<file path="src/rtl/disp_pkg.sv">
// Shared types and constants for the multiplexed 7-segment display driver.
// Segment patterns are active-low {g,f,e,d,c,b,a} for a common-anode part.
package disp_pkg;

    typedef logic [6:0] seg_t;

    localparam seg_t SEG_BLANK = 7'h7F;

    localparam seg_t HEX_SEG [16] = '{
        7'h40, 7'h79, 7'h24, 7'h30, 7'h19, 7'h12, 7'h02, 7'h78,
        7'h00, 7'h10, 7'h08, 7'h03, 7'h46, 7'h21, 7'h06, 7'h0E
    };

endpackage

</file>
<file path="src/rtl/seg7_hex_dec.sv">
// Hex nibble to active-low 7-segment pattern.
// Latency: combinational. Backpressure: none.
module seg7_hex_dec
    import disp_pkg::*;
(
    input  logic [3:0] nib,
    output seg_t       seg
);

    assign seg = HEX_SEG[nib];

endmodule

</file>
<file path="src/rtl/display_mux_nseg.sv">
// Time-multiplexed N-digit common-anode 7-seg driver with blanking, dp and PWM dimming.
// Latency: outputs registered, 1 cycle behind scan state and live inputs. Backpressure: none.
// Optional blink of masked digits every BLINK_SCANS scans under DISPLAY_MUX_NSEG_BLINK_EN.
module display_mux_nseg
    import disp_pkg::*;
#(
    parameter int N_DIGITS    = 4,
    parameter int REFRESH_DIV = 1350,
    parameter int PWM_BITS    = 3
`ifdef DISPLAY_MUX_NSEG_BLINK_EN
    ,
    parameter int BLINK_SCANS = 64
`endif
) (
    input  logic                    clk,
    input  logic                    rst,
    input  logic [4*N_DIGITS-1:0]   digits,
    input  logic [N_DIGITS-1:0]     dp_in,
    input  logic [N_DIGITS-1:0]     digit_en,
    input  logic                    blank_lz,
    input  logic [PWM_BITS-1:0]     brightness,
`ifdef DISPLAY_MUX_NSEG_BLINK_EN
    input  logic [N_DIGITS-1:0]     blink_mask,
`endif
    output logic [N_DIGITS-1:0]     anodo,
    output logic [6:0]              seven,
    output logic                    dp
);

    localparam int CNT_W = $clog2(REFRESH_DIV);
    localparam int SEL_W = $clog2(N_DIGITS);

    logic [CNT_W-1:0]    cnt_q, cnt_d;
    logic [SEL_W-1:0]    sel_q, sel_d;
    logic [N_DIGITS-1:0] anodo_q, anodo_d;
    seg_t                seven_q, seven_d;
    logic                dp_q, dp_d;

    logic        slot_end, scan_end;
    logic [3:0]  nib;
    logic        en_bit, dp_bit, lz, visible;
    logic [31:0] on_len;
    seg_t        seg_dec;

`ifdef DISPLAY_MUX_NSEG_BLINK_EN
    localparam int BLK_W = (BLINK_SCANS > 1) ? $clog2(BLINK_SCANS) : 1;
    logic [BLK_W-1:0] scans_q, scans_d;
    logic             phase_q, phase_d;
    logic             blink_bit;
`endif

    always_comb begin
        slot_end = (cnt_q == CNT_W'(REFRESH_DIV - 1));
        scan_end = slot_end && (sel_q == SEL_W'(N_DIGITS - 1));
        cnt_d    = slot_end ? '0 : cnt_q + 1'b1;
        sel_d    = sel_q;
        if (slot_end) begin
            sel_d = scan_end ? '0 : sel_q + 1'b1;
        end
    end

`ifdef DISPLAY_MUX_NSEG_BLINK_EN
    always_comb begin
        scans_d = scans_q;
        phase_d = phase_q;
        if (scan_end) begin
            if (scans_q == BLK_W'(BLINK_SCANS - 1)) begin
                scans_d = '0;
                phase_d = ~phase_q;
            end else begin
                scans_d = scans_q + 1'b1;
            end
        end
    end
`endif

    // A digit is a leading zero when it and every digit above it are zero; digit 0 never is.
    always_comb begin
        nib    = 4'h0;
        en_bit = 1'b0;
        dp_bit = 1'b0;
        lz     = blank_lz && (sel_q != '0);
`ifdef DISPLAY_MUX_NSEG_BLINK_EN
        blink_bit = 1'b0;
`endif
        for (int j = 0; j < N_DIGITS; j++) begin
            if (SEL_W'(j) == sel_q) begin
                nib    = digits[4*j +: 4];
                en_bit = digit_en[j];
                dp_bit = dp_in[j];
`ifdef DISPLAY_MUX_NSEG_BLINK_EN
                blink_bit = blink_mask[j];
`endif
            end
            if (SEL_W'(j) >= sel_q && digits[4*j +: 4] != 4'h0) begin
                lz = 1'b0;
            end
        end
    end

    seg7_hex_dec u_dec (
        .nib (nib),
        .seg (seg_dec)
    );

    always_comb begin
        on_len  = ((32'(brightness) + 32'd1) * 32'(REFRESH_DIV)) >> PWM_BITS;
        visible = en_bit && !lz && (32'(cnt_q) < on_len);
`ifdef DISPLAY_MUX_NSEG_BLINK_EN
        visible = visible && !(phase_q && blink_bit);
`endif
        anodo_d = '1;
        seven_d = SEG_BLANK;
        dp_d    = 1'b1;
        if (visible) begin
            anodo_d = ~(N_DIGITS'(1) << sel_q);
            seven_d = seg_dec;
            dp_d    = ~dp_bit;
        end
    end

    always_ff @(posedge clk or negedge rst) begin
        if (!rst) begin
            cnt_q   <= '0;
            sel_q   <= '0;
            anodo_q <= '1;
            seven_q <= SEG_BLANK;
            dp_q    <= 1'b1;
`ifdef DISPLAY_MUX_NSEG_BLINK_EN
            scans_q <= '0;
            phase_q <= 1'b0;
`endif
        end else begin
            cnt_q   <= cnt_d;
            sel_q   <= sel_d;
            anodo_q <= anodo_d;
            seven_q <= seven_d;
            dp_q    <= dp_d;
`ifdef DISPLAY_MUX_NSEG_BLINK_EN
            scans_q <= scans_d;
            phase_q <= phase_d;
`endif
        end
    end

    assign anodo = anodo_q;
    assign seven = seven_q;
    assign dp    = dp_q;

endmodule
</file>
<file path="config.mk">
export PLATFORM = sky130hd
export DESIGN_NAME = display_mux_nseg
export DESIGN_NICKNAME = d
export VERILOG_FILES = /design/src/rtl/disp_pkg.sv /design/src/rtl/seg7_hex_dec.sv /design/src/rtl/display_mux_nseg.sv
export SDC_FILE = /design/constraint.sdc
export NUM_CORES = 1
export LEC_CHECK = 0
export CORE_ASPECT_RATIO = 0.75
export CORE_UTILIZATION = 40
export DETAILED_ROUTE_END_ITERATION = 12
export PLACE_DENSITY_LB_ADDON = 0.05
export SLEW_MARGIN = 20
export SYNTH_ARGS = -nofsm -noshare
export SYNTH_HDL_FRONTEND = slang
export SYNTH_SLANG_ARGS = --single-unit
</file>
<file path="constraint.sdc">
create_clock -name clk -period 2.12 [get_ports clk]
set_input_delay 0.318 -clock clk [delete_from_list [all_inputs] [get_ports clk]]
set_output_delay 0.318 -clock clk [all_outputs]
set_load 0.01 [all_outputs]
</file>
==> results of run 1 <==
per-stage QoR:
| step | cell area, sq um | utilization, % | total power (uW) |
|---|---|---|---|
| global placement | 3280 | 60.3 | 1010 |
| floorplan | 2380 | - | 779 |
| global route | 3510 | 64.5 | 1480 |
| CTS | 3420 | 62.8 | 1360 |
| finish | 3510 | 64.5 | 1380 |
| detailed placement | 3280 | 60.3 | 1020 |
path summary, 6_finish.rpt:
check	slack (ns)	end	cells after the start
max reg2reg	-0.17	seven[3]	11
min in group clk	0.55	cnt_q[4]	1
min	0.42	sel_q[0]	2
max in group asynchronous	1.41	anodo[1]	2
min reg2reg	0.55	cnt_q[4]	1
max	-1.24	seven[3]	18
critical path: stages:
cell      delay (ns)
buf_8           0.11
ha_4            0.16
xor2_4          0.16
buf_12          0.14
ha_4            0.24
ha_4            0.16
ha_4            0.15
a21o_1          0.16
a221o_1         0.36
a21oi_2         0.14
xor2_1          0.19
ha_1            0.27
a21o_1          0.17
a211oi_2        0.19
o221ai_2        0.12
a41oi_2         0.18
buf_6           0.16
a21bo_1         0.20
cells in the mapped netlist, types with 3 or more instances:
cell,count
xor2_1,9
a221o_1,3
a21oi_1,9
o221ai_1,4
a31oi_1,3
o22ai_1,4
buf_6,5
a21o_1,4
nor4_1,3
nand3_1,9
xnor2_1,7
mux2i_1,3
nand2_1,15
nor3_1,4
dfrtp_1,13
nor2b_1,3
inv_1,20
and2_1,3
nor2_1,13
and3_1,3
o21ai_0,5
dfstp_2,12
ha_1,40
power groups by stage:
stage          registers, uW  logic (uW)  clock network, uW
2_1_floorplan            529         250                  0
3_3_place_gp             519         495                  0
3_5_place_dp             519         502                  0
4_1_cts                  510         535                315
5_1_grt                  513         633                330
6_report                 510         570                303
what timing repair did:
action | in CTS | in global routing
hold buffers | 0 | 0
pin swaps | 14 | 12
endpoints found under the setup margin | 12 | 12
resized for setup | 29 | 13
setup buffers | 1 | 3
cloned | 1 | 0
sequential cells by signal, indices dropped and copies added (netlist names):
| signal | flops |
|---|---|
| cnt_q | 11 |
| seven | 7 |
| anodo | 4 |
| sel_q | 2 |
| dp | 1 |
final cells by class:
type                            instances  area, sq um
Multi-Input combinational cell        181         1700
Fill cell                             428         1930
Tap cell                               75         93.8
Clock buffer                            3         41.3
Inverter                               20         75.1
Clock inverter                          1         8.76
Timing Repair Buffer                  107          942
Sequential cell                        25          641
kinds of logic (layout without fill, tap and decap cells):
group,count (synthesis),after routing,synth area share (%)
DFF,25,25,28.0
AOI/OAI and AO/OA,53,53,19.6
and+or+nand+nor,67,67,15.8
xor gates and xnor gates,16,16,6.12
adders and majority gates,41,41,22.7
muxes,4,4,1.80
buffers and inverters,26,131,5.90
layout by cell type (no fill, tap or decap), types with 3 or more instances in the layout:
cell	instances
nor4_1	3
xor2_1	8
and2_1	3
nor3_1	4
ha_1	31
nor2_1	13
dfrtp_1	13
a31oi_1	3
a21oi_1	7
o21ai_0	5
a21o_1	4
nand3_1	9
o221ai_2	6
clkdlybuf4s50_1	38
ha_4	8
dfstp_2	12
a221o_1	3
buf_6	7
inv_1	18
mux2i_1	3
buf_4	59
clkbuf_8	3
nor2b_1	3
xnor2_1	6
nand2_1	11
o22ai_1	4
nand2_2	4
metal layers:
layer,GRT usage (%),up-vias
met5,0,-
met4,2.38,0
met3,3.18,4
met2,33.5,24
met1,31.4,984
li1,-,1056
==> impl_metrics.py, run 1 <==
metrics = {
    "outcome": {
        "status": "complete, but fails checks",
        "violations": "negative setup slack",
    },
    "cts": {
        "cts_buffers": 3,
        "cts_tree": "yes",
        "ctsRootBufferMaster": "clkbuf_8",
        "clock_latency_ns": 0.27,
        "ctsLongestPathBuffers": 2,
        "clock_sinks": 25,
        "cts_max_level": 1,
        "clk_pin_slew_ns": 0.09,
    },
    "grt": {
        "grt_pass1_vias": 2087,
        "grtUsageTotal_pct": 21.2,
        "antenna_found_initial": 0,
        "grt_max_degree": 26,
        "grt_overflow": 0,
        "grt_pass1_wl_um": 9700,
    },
    "synthesis": {
        "synth_area_sq_mm": 0.00229,
        "synth_warnings": 0,
        "yosys.area.top_type": "ha_1",
        "synth_flop_cell": "dfrtp_1",
        "ys_async_sr_fraction_pct": 100,
        "syn-mean-instance-area_sq_um": 9.86,
        "synth_edf_count": 0,
        "netlist_top_cells_area": "ha_1 22%, dfrtp_1 14%, dfstp_2 14%",
        "synth_top_area_share_pct": 21.9,
        "syn-num-nets": 303,
        "yosysSeqAreaShare_pct": 28.0,
        "ys_types": 55,
        "synth-seq-cells": 25,
        "synthesis.instances": 232,
    },
    "floorplan": {
        "die_height_um": 67.5,
        "ios": 42,
        "dieArea_sq_mm": 0.00603,
        "core_sq_mm": 0.00544,
        "fp.dieW_um": 89.3,
        "initial_utilization_pct": 42.1,
        "num_rows": 23,
    },
    "layout": {
        "area_growth_pct": 53.2,
        "final_nets": 409,
        "fin_cells": 412,
        "antenna_cells": 0,
        "layout-drive-gt1-share_pct": 37.4,
    },
    "pwr": {
        "p_int_uw": 958,
        "clkPwrFrac_pct": 21.9,
        "leakage_uw": 0.00159,
        "p_seq_share_pct": 36.9,
        "p_per_area_mw_per_mm2": 394,
        "combPwrFrac_pct": 41.3,
        "switchingPower_uw": 424,
        "p_sw_share_pct": 30.7,
        "peakVddDrop_mv": 0.296,
    },
    "place": {
        "preCtsSetupSlack_ns": -2.05,
        "placed_cells": 403,
        "post-dp-hpwl_um": 4660,
        "port-buffer-count": 41,
        "place.gp.congestion": 0.780,
    },
    "drt": {
        "routedWlPerCell_um": 14.1,
        "avgViaCountPerCell": 5.02,
        "wl_met2_um": 2490,
        "top_layer": "met4",
        "num_vias": 2068,
        "first_pass_iters": 4,
        "wl_um": 5790,
        "wl_met1_um": 3180,
        "drc_errors": 0,
        "drt_iter0_markers": 71,
        "route.met3.wl_um": 101,
        "postRouteAntennaNets": 0,
    },
    "timing": {
        "fin_ws_ns": -1.24,
        "fin_crit_sh_pct": 159,
        "worst_slew_pin_slew_ns": 0.456,
        "fin_skew_ns": 0.00374,
        "rsz0062_at_grt": "yes",
        "drv_slew": 0,
        "post-route-min-period_ns": 3.36,
        "timing.hold.ws_ns": 0.417,
        "final.setup.tns_ns": -14.50,
        "hold_viol_final": 0,
        "slew_headroom_pct": 69.5,
        "max_freq_mhz": 297,
        "setup_viol": 12,
    },
    "setup_path": {
        "setup.worst_path.start_class": "primary input",
        "required_ns": 2.33,
        "crit_type": "primary input to register",
        "crit_start": "brightness[0]",
        "end_kind": "register",
        "crit_arrival_ns": 3.58,
        "cp_max_fo": 5,
        "r2r-start": "sel_q[0]",
    },
    "hold_path": {
        "min_path_type": "primary input to asynchronous set/reset pin",
    },
    "job": {
        "maxCapViolCount": 0,
    },
}
Power figures use the tool's default switching activity.
==> inputs of run 2 (changes only) <==
--- a/config.mk
+++ b/config.mk
@@ -9,6 +9,7 @@
 export CORE_UTILIZATION = 40
 export DETAILED_ROUTE_END_ITERATION = 12
 export PLACE_DENSITY_LB_ADDON = 0.05
+export SETUP_SLACK_MARGIN = 0.1
 export SLEW_MARGIN = 20
 export SYNTH_ARGS = -nofsm -noshare
 export SYNTH_HDL_FRONTEND = slang
==> results of run 2 <==
Final layout, timing and power as in run 1 (identical DEF).
